--- config.mk ---
export PLATFORM = sky130hd
export DESIGN_NAME = bcd_cascade_counter
export DESIGN_NICKNAME = d
export VERILOG_FILES = /design/src/rtl/bcd_cascade_counter.sv
export SDC_FILE = /design/constraint.sdc
export NUM_CORES = 1
export LEC_CHECK = 0
export BUFFER_PORTS_ARGS = -buffer_cell sky130_fd_sc_hd__buf_4
export CORE_ASPECT_RATIO = 0.9
export CORE_MARGIN = 8
export CORE_UTILIZATION = 54
export CTS_CLUSTER_DIAMETER = 100
export DETAILED_ROUTE_END_ITERATION = 16
export GPL_TIMING_DRIVEN = 0
export PLACE_DENSITY = 0.8
export SYNTH_ARGS = -nofsm -noshare
export SYNTH_HDL_FRONTEND = slang
export SYNTH_SLANG_ARGS = --single-unit
--- constraint.sdc ---
create_clock -name clk -period 2.3 [get_ports clk]
set_input_delay 0 -clock clk [delete_from_list [all_inputs] [get_ports clk]]
set_output_delay 0 -clock clk [all_outputs]
set_load 0.01 [all_outputs]
--- src/rtl/bcd_cascade_counter.sv ---
// rtl/bcd_cascade_counter.sv - multi-digit BCD up/down cascade counter with validated load
//
// Purpose: DIGITS-decade BCD counter stepped by an upstream carry pulse (en).
//          Digits ripple internally within one cycle; a registered carry pulse
//          marks each full wrap so further stages can be chained.
// Ports:
//   clk      - system clock, rising edge
//   reset    - synchronous, active-high clear of all state
//   en       - count enable, one step per cycle while high
//   d        - direction: 0 = up, 1 = down
//   load     - parallel load request
//   load_val - BCD load value, digit 0 in bits [3:0]
//   count    - registered BCD count, digit 0 in bits [3:0]
//   carry    - registered one-cycle wrap pulse
//   zero     - combinational, count == 0
//   load_err - registered one-cycle pulse when a load value is not BCD
module bcd_cascade_counter #(
    parameter int DIGITS = 4
) (
    input  logic                clk,
    input  logic                reset,
    input  logic                en,
    input  logic                d,
    input  logic                load,
    input  logic [4*DIGITS-1:0] load_val,
    output logic [4*DIGITS-1:0] count,
    output logic                carry,
    output logic                zero,
    output logic                load_err
);

    localparam int W = 4 * DIGITS;

    logic [W-1:0] count_q, count_d;
    logic         carry_q, carry_d;
    logic         load_err_q, load_err_d;

    logic [W-1:0] step_val;
    logic [3:0]   nib;
    logic         ripple;
    logic         load_ok;

    // Per-digit step: a digit moves only while every lower digit sits at its
    // rollover value (9 going up, 0 going down). After the loop, ripple is set
    // exactly when all digits were at rollover, i.e. the whole counter wraps.
    always_comb begin
        step_val = count_q;
        ripple   = 1'b1;
        nib      = 4'd0;
        for (int i = 0; i < DIGITS; i++) begin
            nib = count_q[4*i +: 4];
            if (ripple) begin
                if (!d) begin
                    step_val[4*i +: 4] = (nib == 4'd9) ? 4'd0 : nib + 4'd1;
                end else begin
                    step_val[4*i +: 4] = (nib == 4'd0) ? 4'd9 : nib - 4'd1;
                end
            end
            ripple = ripple & (d ? (nib == 4'd0) : (nib == 4'd9));
        end
    end

    always_comb begin
        load_ok = 1'b1;
        for (int i = 0; i < DIGITS; i++) begin
            if (load_val[4*i +: 4] > 4'd9) begin
                load_ok = 1'b0;
            end
        end
    end

    // Load has priority over stepping; a rejected load still swallows en.
    always_comb begin
        count_d    = count_q;
        carry_d    = 1'b0;
        load_err_d = 1'b0;
        if (load) begin
            if (load_ok) begin
                count_d = load_val;
            end else begin
                load_err_d = 1'b1;
            end
        end else if (en) begin
            count_d = step_val;
            carry_d = ripple;
        end
    end

    always_ff @(posedge clk) begin
        if (reset) begin
            count_q    <= '0;
            carry_q    <= 1'b0;
            load_err_q <= 1'b0;
        end else begin
            count_q    <= count_d;
            carry_q    <= carry_d;
            load_err_q <= load_err_d;
        end
    end

    assign count    = count_q;
    assign carry    = carry_q;
    assign load_err = load_err_q;
    assign zero     = (count_q == '0);

endmodule

==> out/results.txt <==
Syn Std Cell Area - 0.00165 mm²
Width of the die - 74.3 µm
All-Layer GR Usage - 18.9%
Detailed Place HPWL - 3440 µm
Mapped Avg Cell Area - 7.38 µm²
DR iter-0 viols - 151
Global-route wire length before repair - 7670 µm
Max Fclk - 468 MHz
Endpoints failing setup - 0
Ports - 40
Relative slew slack - 53.5%
Placer Congestion - 0.866
Number of CTS-inserted buffers - 3
Final core occ - 68.6%
Cell variety after synth - 58
CTS root buffer - clkbuf_4
Grt total ovfl - 0
Layout cells sized above 1 - 23.5%
Final antenna-violating net count - 0
Fin crit period - 2.14 ns
Fillers - 299
Setup TNS Final - 0 ns
Ys flop type - dfxtp_1
Pin count of the biggest net entering global routing - 11
CORE AREA - 0.00300 mm²
Leakage - 0.800 nW
Critical path class - reg -> reg
CTS tree - yes
Pwr per Cell Area - 409 mW/mm²
Clock Skew - 0.00676 ns
Initial core utilization - 55.2%
RSZ-0062 raised after global routing - false
Worst-path maximum fanout - 9
Setup bufs post-CTS - 0
Worst hold path type - in -> reg
Routed vias - 1823
Nets@finish - 291
CP endpoint kind - flop
Worst VDD drop - 0.234 mV
# DRC - 0
Die area - 0.00509 mm²
# H-tree levels - 1
Number of synthesized flops with an enable pin - 0
Pre-CTS setup slack - 0.185 ns
Wirelength per Cell - 15.3 µm
Vias in the first global route - 1664
Die Ht - 68.5 µm
Worst-Margin Slew - 0.689 ns
Detailed Route WL - 4750 µm
Final setup margin - 0.164 ns
Outcome - finished clean
Max Transition Viols Final - 0
Clk Latency, worst-skew pair - 0.30 ns
Synth Instances - 224
Required time worst endpoint - 2.53 ns
Syn Nets - 245
Diodes inserted - 0
Worst setup SP type - flop
Final hold violations - 0
Async SR Flop Fraction - 0%
FF+latch count, synth - 18
Most frequent cells in the layout - 38 x buf_4, 27 x nor2_1, 18 x o21ai_0, 18 x dfxtp_1, 16 x clkbuf_1
YS warnings - 0
Clk sinks - 18
Final worst path period share - 92.9%
# port buffers - 38
Drt first pass iters - 4
Initial antenna violation count - 0
P&R area growth vs syn - 24.4%
Max Root-Sink Buffers - 2
Vias per cell - 5.88
Sequential cell area fraction in the yosys report - 21.8%
Commonest non-fill, non-tap cell in the layout - buf_4
Clk pin slew, worst setup/hold paths - 0.11 ns
Rows - 19
Max-cap violation count - 0
Data arrival, critical path - 2.37 ns
power breakdown:
part | leakage [nW] | switching, mW | total (mW) | internal (mW)
clock | 0.0138 | 0.106 | 0.167 | 0.0611
combinational | 0.639 | 0.173 | 0.328 | 0.156
sequential | 0.147 | 0.0163 | 0.345 | 0.329
metrics by stage:
step                      power, mW  area (µm²)  hold slack, ns  instances
final                         0.840        2060          0.0471        310
after global routing          0.890        2060          0.0674        310
after CTS                     0.832        2030        0.000705        309
after detailed placement      0.670        1990           0.302        304
after global placement        0.666        1990           0.287        304
after floorplan               0.561        1650           0.168        224
critical path: stages (launching register included):
cell and delay [ns]:
dfxtp_1 0.34, buf_6 0.14, nor4_4 0.32, nand3_2 0.11, or4b_1 0.47, buf_2 0.17, or3_1 0.32, a31oi_2 0.20
what timing repair did:
action | 4_1_cts | 5_1_grt
hold buffers | 2 | 1
endpoints found under the hold margin | 2 | 1
gates resized for setup | 0 | 2
endpoints found under the setup margin | 0 | 1
final cells by class:
| type | count | area [µm²] | share of cell area, % |
|---|---|---|---|
| inverter | 6 | 22.5 | 1.10 |
| timing repair buffer | 41 | 315 | 15.3 |
| tap | 42 | 52.6 | 2.56 |
| buffer | 24 | 104 | 5.05 |
| multi-input combinational | 176 | 1180 | 57.3 |
| clock buffer | 3 | 22.5 | 1.10 |
| sequential | 18 | 360 | 17.5 |
state kept, by name (all words and copies together) (netlist names):
register	cells
carry	1
count	16
load_err	1
logic make-up (layout without fill, tap and decap cells):
logic type      Yosys count  in the layout  synth area share (%)
xor+xnor                  6              6                  3.18
buf+inv                  30             74                  7.65
mux                       9              9                  5.53
simple gates             99             99                  36.1
compound gates           62             62                  25.7
flops                    18             18                  21.8
per-layer routing:
| layer | share of wire [%] | GRT usage (%) | vias up |
|---|---|---|---|
| li1 | - | - | 911 |
| met1 | 46 | 25.3 | 845 |
| met2 | 45 | 31.1 | 60 |
| met3 | 7.7 | 2.34 | 7 |
| met4 | 1.7 | 5.61 | 0 |
| met5 | 0 | 0 | - |
path summary, 6_finish.rpt:
kind	from	to	slack, ns	depth (start not counted)
worst min-delay path	load_val[15]	count[15]	0.05	3
worst max-delay path	count[1]	count[12]	0.16	7
worst min register to register	count[9]	count[9]	0.65	2
worst max register to register	count[1]	count[12]	0.16	7
cell usage after synthesis (4+ instances only):
cell type  count  area (µm²)
nor3b_1        4        30.0
nand2b_1       9        56.3
mux2i_1        8        80.1
clkbuf_1      16        60.1
o21ai_0       18        90.1
nor2_1        27         101
inv_1          6        22.5
o211ai_1       5        37.5
a21oi_1        9        45.0
nand3_1        6        30.0
nor2b_1        4        25.0
nand2_1       10        37.5
buf_2          4        20.0
a31oi_1        4        25.0
nand3b_1       5        37.5
xor2_1         5        43.8
o22ai_1        4        25.0
dfxtp_1       18         360
Power figures use the tool's default switching activity.
